===== src/rtl/rst_seq_pkg.sv =====
// Shared types and constants for the reset sequencer.
package rst_seq_pkg;

    typedef enum logic [1:0] {
        IDLE = 2'd0,
        HOLD = 2'd1,
        GAP  = 2'd2
    } state_t;

    localparam int DEF_NUM_STAGES  = 4;
    localparam int DEF_HOLD_CYCLES = 16;
    localparam int DEF_GAP_CYCLES  = 4;
    localparam int DEF_CNT_W       = 8;

    // stage_idx must be able to hold NUM_STAGES itself (the idle value).
    function automatic int stage_idx_w(input int num_stages);
        return $clog2(num_stages) + 1;
    endfunction

endpackage


===== src/rtl/tc_counter.sv =====
// Interval counter with synchronous clear/enable and a terminal-count flag.
module tc_counter #(
    parameter int CNT_W = 8
) (
    input  logic             clk,
    input  logic             reset,
    input  logic             clear,
    input  logic             en,
    input  logic [CNT_W-1:0] term,
    output logic [CNT_W-1:0] count,
    output logic             at_term
);

    // Count up while enabled; reset and clear both return to zero.
    always_ff @(posedge clk) begin
        // NOTE: sequential state uses non-blocking assignments so every flop
        // samples the pre-edge values regardless of statement order.
        if (reset || clear) begin
            count <= '0;
        end else if (en) begin
            count <= count + CNT_W'(1);
        end
    end

    assign at_term = (count == term);

endmodule


===== src/rtl/rst_seq_ctrl.sv =====
// Reset sequencer: holds all downstream domains in reset, then releases them
// one at a time (lowest index first) with a fixed gap, ending in a done pulse.
module rst_seq_ctrl
    import rst_seq_pkg::*;
#(
    parameter int NUM_STAGES  = DEF_NUM_STAGES,
    parameter int HOLD_CYCLES = DEF_HOLD_CYCLES,
    parameter int GAP_CYCLES  = DEF_GAP_CYCLES,
    parameter int CNT_W       = DEF_CNT_W
) (
    input  logic                                 clk,
    input  logic                                 reset,
    input  logic                                 sw_rst_req,
    output logic [NUM_STAGES-1:0]                rst_out,
    output logic                                 busy,
    output logic                                 done,
    output logic [stage_idx_w(NUM_STAGES)-1:0]   stage_idx
);

    localparam int IDX_W     = stage_idx_w(NUM_STAGES);
    localparam int CNT_MAX_I = ((HOLD_CYCLES > GAP_CYCLES) ? HOLD_CYCLES : GAP_CYCLES) - 1;

    localparam logic [CNT_W-1:0] HOLD_TERM = CNT_W'(HOLD_CYCLES - 1);
    localparam logic [CNT_W-1:0] GAP_TERM  = CNT_W'(GAP_CYCLES - 1);
    localparam logic [CNT_W-1:0] CNT_MAX   = CNT_W'(CNT_MAX_I);
    localparam logic [IDX_W-1:0] LAST_IDX  = IDX_W'(NUM_STAGES - 1);
    localparam logic [IDX_W-1:0] IDLE_IDX  = IDX_W'(NUM_STAGES);

    state_t                state_q;
    state_t                state_d;
    logic [NUM_STAGES-1:0] rst_out_d;
    logic                  busy_d;
    logic                  done_d;
    logic [IDX_W-1:0]      stage_idx_d;

    logic [CNT_W-1:0]      cnt;
    logic [CNT_W-1:0]      cnt_term;
    logic                  cnt_at_term;
    logic                  cnt_clear;
    logic                  cnt_en;

    // Terminal value depends only on the current state, keeping it off the
    // combinational path through the next-state logic.
    assign cnt_term = (state_q == HOLD) ? HOLD_TERM : GAP_TERM;

    tc_counter #(
        .CNT_W (CNT_W)
    ) u_tc_counter (
        .clk     (clk),
        .reset   (reset),
        .clear   (cnt_clear),
        .en      (cnt_en),
        .term    (cnt_term),
        .count   (cnt),
        .at_term (cnt_at_term)
    );

    // Next-state and next-output logic; a software request restarts the
    // sequence from any state and beats a release due on the same edge.
    always_comb begin
        // NOTE: every variable gets a default first so no path leaves one
        // unassigned, which would otherwise infer a latch.
        state_d     = state_q;
        rst_out_d   = rst_out;
        done_d      = 1'b0;
        stage_idx_d = stage_idx;
        cnt_en      = 1'b0;
        cnt_clear   = 1'b0;

        unique case (state_q)
            IDLE: begin
                if (sw_rst_req) begin
                    state_d     = HOLD;
                    rst_out_d   = '1;
                    stage_idx_d = '0;
                    cnt_clear   = 1'b1;
                end
            end
            HOLD, GAP: begin
                cnt_en = 1'b1;
                if (sw_rst_req) begin
                    state_d     = HOLD;
                    rst_out_d   = '1;
                    stage_idx_d = '0;
                    cnt_clear   = 1'b1;
                end else if (cnt_at_term) begin
                    // Bits release in index order, so shifting in a zero
                    // clears exactly bit stage_idx.
                    rst_out_d = rst_out << 1;
                    cnt_clear = 1'b1;
                    if (stage_idx == LAST_IDX) begin
                        state_d     = IDLE;
                        done_d      = 1'b1;
                        stage_idx_d = IDLE_IDX;
                    end else begin
                        state_d     = GAP;
                        stage_idx_d = stage_idx + IDX_W'(1);
                    end
                end
            end
            default: begin
                state_d = IDLE;
            end
        endcase

        busy_d = |rst_out_d;
    end

    // State and output registers; global reset restarts in HOLD with all
    // domains asserted.
    always_ff @(posedge clk) begin
        if (reset) begin
            state_q   <= HOLD;
            rst_out   <= '1;
            busy      <= 1'b1;
            done      <= 1'b0;
            stage_idx <= '0;
        end else begin
            state_q   <= state_d;
            rst_out   <= rst_out_d;
            busy      <= busy_d;
            done      <= done_d;
            stage_idx <= stage_idx_d;
        end
    end

    // The interval counter is cleared at every terminal count.
    cnt_bound_a : assert property (@(posedge clk) disable iff (reset) cnt <= CNT_MAX);

endmodule


===== config.mk =====
export PLATFORM = sky130hd
export DESIGN_NAME = rst_seq_ctrl
export DESIGN_NICKNAME = d
export VERILOG_FILES = /design/src/rtl/rst_seq_pkg.sv /design/src/rtl/tc_counter.sv /design/src/rtl/rst_seq_ctrl.sv
export SDC_FILE = /design/constraint.sdc
export NUM_CORES = 1
export LEC_CHECK = 0
export CORE_UTILIZATION = 50
export CTS_CLUSTER_SIZE = 16
export DETAILED_ROUTE_END_ITERATION = 10
export PLACE_DENSITY = 0.73
export SLEW_MARGIN = 40
export SYNTH_ARGS = -nofsm -noshare
export SYNTH_HDL_FRONTEND = slang
export SYNTH_SLANG_ARGS = --single-unit

===== constraint.sdc =====
create_clock -name clk -period 2.2 [get_ports clk]
set_input_delay 0.44 -clock clk [delete_from_list [all_inputs] [get_ports clk]]
set_output_delay 0.44 -clock clk [all_outputs]
set_load 0.05 [all_outputs]

**After elaboration in Yosys (flattened, before gate mapping)**

Index checks and enable logic that the tools add are counted.
Widths: inputs -> output; s select.

- Register bits: 19
- Bits of input ports: 3

- Reduce and logical (&&, ||, !) cells: 8
- Add/sub/neg operators: 2
- Eq/ne operators: 6
- Bitwise gates (word level): 2
- Muxes and demuxes: 21

Operator list:

| cell | count |
|---|---|
| $mux 4 | 4 |
| $mux 3 | 4 |
| $add 8x1->8 const B | 1 |
| $eq 8x4->1 | 1 |
| $mux 2 | 4 |
| $pmux 4 s2 | 1 |
| $reduce_or 4->1 | 2 |
| $pmux 3 s2 | 1 |
| $mux 1 | 5 |
| $pmux 2 s2 | 1 |
| $add 3x1->3 const B | 1 |
| $eq 3x2->1 const B | 1 |
| $ne 3x3->1 const B | 1 |
| $reduce_and 3->1 | 1 |
| $eq 2x1->1 const B | 1 |
| $eq 2x2->1 const B | 1 |
| $logic_not 2->1 | 1 |
| $ne 2x2->1 const B | 1 |
| $not 1->1 | 2 |
| $pmux 1 s2 | 1 |
| $reduce_and 2->1 | 1 |
| $reduce_bool 2->1 | 1 |
| $reduce_or 2->1 | 1 |
| $logic_or 1x1->1 | 1 |

**Depth between registers and ports, before layout**

- Word-level depth: 7
- Gate-level depth with buffers: 8
- Gate-level depth less buffers: 7

**Cells and area by module**

Synthesis repeated with hierarchy kept, for this count alone.

- Cells, all modules: 111
- Area, all modules: 980.9 µm²

By module, submodules not included:

| module | area an instance (µm²) | times used | cells each | seq. area each (µm²) |
|---|---|---|---|---|
| rst_seq_ctrl | 548.0 | 1 | 61 | 220.2 |
| tc_counter | 432.9 | 1 | 50 | 160.2 |

**Least setup slack after synthesis**

Ideal clock, no wire load.

- Path type: register to register
- Start point: register state_q[1]
- End point: register busy
- Buffers on the path: 0
- Data arrival time: 1.629 ns
- Path slack: 0.439 ns
- Cell stages (with the launch flop): 8
- Path through: dfxtp_1 > inv_1 > ha_1 > nor3_2 > o2111ai_4 > or3_1 > a221oi_2 > nand4b_1

- Longest elaborated chain between the ends: 7
- Elaborated cells between the ends (all ways): 10
- Classes of those cells: 3 x eq/ne; 4 x mux; 3 x reduce/logical

Ends and longest elaborated chain:

| item | line | text |
|---|---|---|
| from (decl) | rst_seq_ctrl.sv:29 | `state_t state_q;` |
| from (signal assigned) | rst_seq_ctrl.sv:119 | `state_q <= state_d;` |
| $eq 2x1->1 | rst_seq_ctrl.sv:44, rst_seq_ctrl.sv:70 |  |
| $mux 4 | rst_seq_ctrl.sv:44 | `assign cnt_term = (state_q == HOLD) ? HOLD_TERM : GAP_TERM;` |
| $eq 8x4->1 | tc_counter.sv:25 | `assign at_term = (count == term);` |
| $mux 4 | rst_seq_ctrl.sv:86 | `end else if (cnt_at_term) begin` |
| $mux 4 | rst_seq_ctrl.sv:81 | `if (sw_rst_req) begin` |
| $pmux 4 s2 (*) | rst_seq_ctrl.sv:70 | `unique case (state_q)` |
| $reduce_or 4->1 (*) | rst_seq_ctrl.sv:106 | `busy_d = \|rst_out_d;` |
| to (signal assigned) | rst_seq_ctrl.sv:121 | `busy <= busy_d;` |
| to (decl) | rst_seq_ctrl.sv:15 | `output logic busy,` |

Every way passes the cells marked *; elsewhere a longest branch is shown, timed or not.
A chain may end at the register's enable or synchronous reset.

**Final worst setup path**

- Start point: register rst_out[1]
- End point: output rst_out[1]

RTL lines:

| item | line | text |
|---|---|---|
| from (decl) | rst_seq_ctrl.sv:14 | `output logic [NUM_STAGES-1:0] rst_out,` |
| from (signal assigned) | rst_seq_ctrl.sv:120 | `rst_out <= rst_out_d;` |

No word-level cell between the ends.

==> key figures <==
Run status
  • Status: finished clean

Clock network
  • CTS root buffer: clkbuf_4
  • Clock edge transition at the registers on the reported setup and hold paths: 100 ps
  • Clk sinks: 19
  • CTS tree: done
  • CTS H-Tree Depth: 1
  • Worst skew pair latency: ~290 ps
  • Hold buffers post-CTS: 0
  • Max clock buf depth: 2
  • Number of buffers created by CTS: 3
  • Post CTS Setup Buffer Count: 0
  • Post_cts resized: 0

Synth
  • Most used DFF post-synth: dfxtp_1
  • Asr flop ratio synth: 0%
  • Simple logic cell fraction of the synthesized area: 23.95%
  • Syn nets: 120
  • Mux contribution to synthesized area: approximately 3.0%
  • Synth area leader: dfxtp_1
  • Sequential share of the synthesized area: 37.72%
  • Post-synthesis xor/xnor area fraction: 6.079%
  • Count of yosys warnings during synthesis: 0
  • Main combinational cell family by area after synthesis: simple AND/OR/NAND/NOR gates
  • Compound-Gate Fraction of Synth Area: 17.37%
  • Synthesized-area fraction occupied by adder cells: 7.444%
  • Synth top area share: between 30% and 40%
  • Post-Syn Area per Cell: 9.085 µm²
  • Post-synth EDFFs: 0
  • Synthesized cell area: 0.001008 mm²
  • Netlist cell types: 39
  • FF+latch count, synth: 19
  • Post-Synthesis Cells: 111
  • Top post-synthesis cells by area: dfxtp_1 38%, ha_1 7.4%, nor2_1 7.1%, xor2_1 4.3%, mux2i_1 3.0%

Floorplan
  • DIE AREA: between 0.002 and 0.0025 mm²
  • Cell Rows: 15
  • Core box area: 0.001802 mm²
  • Num ports: 12
  • Initial Utilization: a little under three fifths
  • Die outline height: about 47 µm
  • Die W: approximately 47 µm

Cells and area
  • Layout cells sized above 1: 11.20%
  • Final non-filler cell total: 150
  • Ant. Diodes: 0
  • Nets: 135
  • Synthesis-to-layout area growth: 16.25%

Power
  • Pwr Density: 792.3 mW/mm²
  • Leakage: 0.4497 nW
  • Peak VDD IR: 367.1 µV

GRT
  • Initial antenna violation count: 0
  • First-pass GRT wire length: approximately 3.3 mm
  • Pin count of the biggest net entering global routing: 12
  • Gr ovfl total: 0
  • Vias in the first global route: 804
  • GR Util All Layers: 20.94%

Detailed routing
  • Routed wire length: 1.885 mm
  • # DRC: 0
  • Total number of vias: 836
  • Antenna-violating nets left: 0
  • Vias per std cell: 5.573
  • WL per Instance: 12.57 µm
  • TritonRoute pass-1 iters: 4
  • DR iter-0 viols: 13

STA
  • Fin Clk Skew: 2.939 ps
  • Slew @ Worst Pin: approximately 500 ps
  • Fin. max-slew vios: 0
  • RSZ-0062 raised after global routing: false
  • Final setup fails: 0
  • Final Hold Viols: 0
  • Fmax achieved: 0.4920 GHz
  • Total negative setup slack: 0 ps
  • Post-layout minimum cycle time: ~2000 ps
  • Tcrit/Tclk final: 92.39%
  • Worst slew margin: between 60 and 70%

Min path
  • Min-delay src: stage_idx[1]
  • Worst Hold Class: reg2reg
  • Hold path cells: 2

Job
  • Max cap viols: 0

Critical path
  • Worst Path Arrival: 1590 ps
  • Startpoint Class: register
  • Worst Setup End Kind: output pin
  • Worst path depth: 1
  • Buf+Inv Stages, Crit Path: 1
  • Reg2Reg Depth: 7
  • Crit path max fanout: 6
  • Critical Path, Cell by Cell: clkdlybuf4s50_1
  • Worst Setup Path Type: reg2out
  • Required @ worst endpoint: 1760 ps
  • FF-to-FF Start: state_q[1]
  • CP peak stage delay: 840 ps
  • Critical path's slowest cell: clkdlybuf4s50_1
  • Critical Path Source: rst_out[1]
  • CP top delay family: buffers and inverters

Placed design
  • Buffers on Ports: 11
  • Post-detail-place hpwl: approximately 1.4 mm
  • DP Cell Count: 146
  • Routability cong.: 0.8355
## path summary, 6_finish.rpt
path | end | slack [ps]
setup / recovery | rst_out[1] | 170
hold / removal | stage_idx[1] | 500
setup reg to reg | busy | 260
hold reg to reg | stage_idx[1] | 500
## metal layers
metal	vias up	part of all wire (%)	wire length (µm)	global-route usage [%]
li1	422	-	-	-
met1	399	50	941	26.53
met2	11	46	873	33.33
met3	4	2.4	46	5.000
met4	0	1.3	24	10.29
met5	-	0	0	0
## registers in the layout (all words and copies together) (netlist names)
signal	count
busy	1
done	1
rst_out	4
stage_idx	3
state_q	2
u_tc_counter.count	8
## synth_stat cells, types with 2 or more instances
cell type	count
nand4_1	2
nand2b_1	4
o22ai_1	2
xnor2_1	2
ha_1	6
nor2_1	19
nor3_2	2
nor3_1	2
xor2_1	5
dfxtp_1	19
nand2_1	6
mux2i_1	3
inv_1	7
nand3_1	3
a21oi_1	5
## cell families (layout without fill, tap and decap cells)
group	Yosys count	in the layout
flip-flops	19	19
adder cells (fa/ha/maj)	6	6
buffers and inverters	10	24
AND/OR/NAND/NOR	46	46
multiplexers	3	3
XOR/XNOR	7	7
AO/OA/AOI/OAI	20	20
## worst register-to-register path: stages, from the launching register on
cell	delay, ps
dfxtp_1	370
inv_1	70
ha_1	210
nor3_2	210
o2111ai_4	200
or3_1	370
a221oi_2	280
nand4b_1	130
## metrics by stage
stage | cell area [µm²] | util [%] | power (W) | hold slack [ps] | worst slack, ps
6_report | 1172 | 65.07 | 0.0009289 | 498.9 | 167.4
5_1_grt | 1172 | 65.07 | 0.0009931 | 541.4 | 87.61
3_5_place_dp | 1146 | 63.61 | 0.0007648 | 485.8 | 250.0
4_1_cts | 1172 | 65.07 | 0.0009414 | 502.6 | 150.4
3_3_place_gp | 1146 | 63.61 | 0.0007567 | 476.2 | 282.3
2_1_floorplan | 1008 | - | 0.0006862 | 498.7 | 439.4
## cell type report
class | count | area, µm²
well taps | 25 | 31.28
inverters | 7 | 26.28
repair buffers | 13 | 125.1
multi-input cells | 82 | 583.1
fillers | 166 | 629.4
clock buffers | 4 | 26.28
flip-flops and latches | 19 | 380.4
## power breakdown
part | switching [W] | leakage, nW | internal, W
clock | 0.0000998 | 0.0150 | 0.0000705
combinational | 0.000209 | 0.280 | 0.000140
sequential | 0.0000344 | 0.155 | 0.000375
total | 0.000343 | 0.450 | 0.000586
## layout by cell type, fill, tap and decap left out, types with 3 or more instances in the layout
| cell | synthesis | layout |
|---|---|---|
| inv_1 | 7 | 7 |
| nand2b_1 | 4 | 4 |
| xor2_1 | 5 | 5 |
| mux2i_1 | 3 | 3 |
| nand3_1 | 3 | 3 |
| clkbuf_4 | 0 | 3 |
| clkdlybuf4s50_1 | 0 | 11 |
| nor2_1 | 19 | 19 |
| a21oi_1 | 5 | 5 |
| ha_1 | 6 | 6 |
| nand2_1 | 6 | 6 |
| dfxtp_1 | 19 | 19 |
Note: power is estimated with default switching activity, not from simulation.
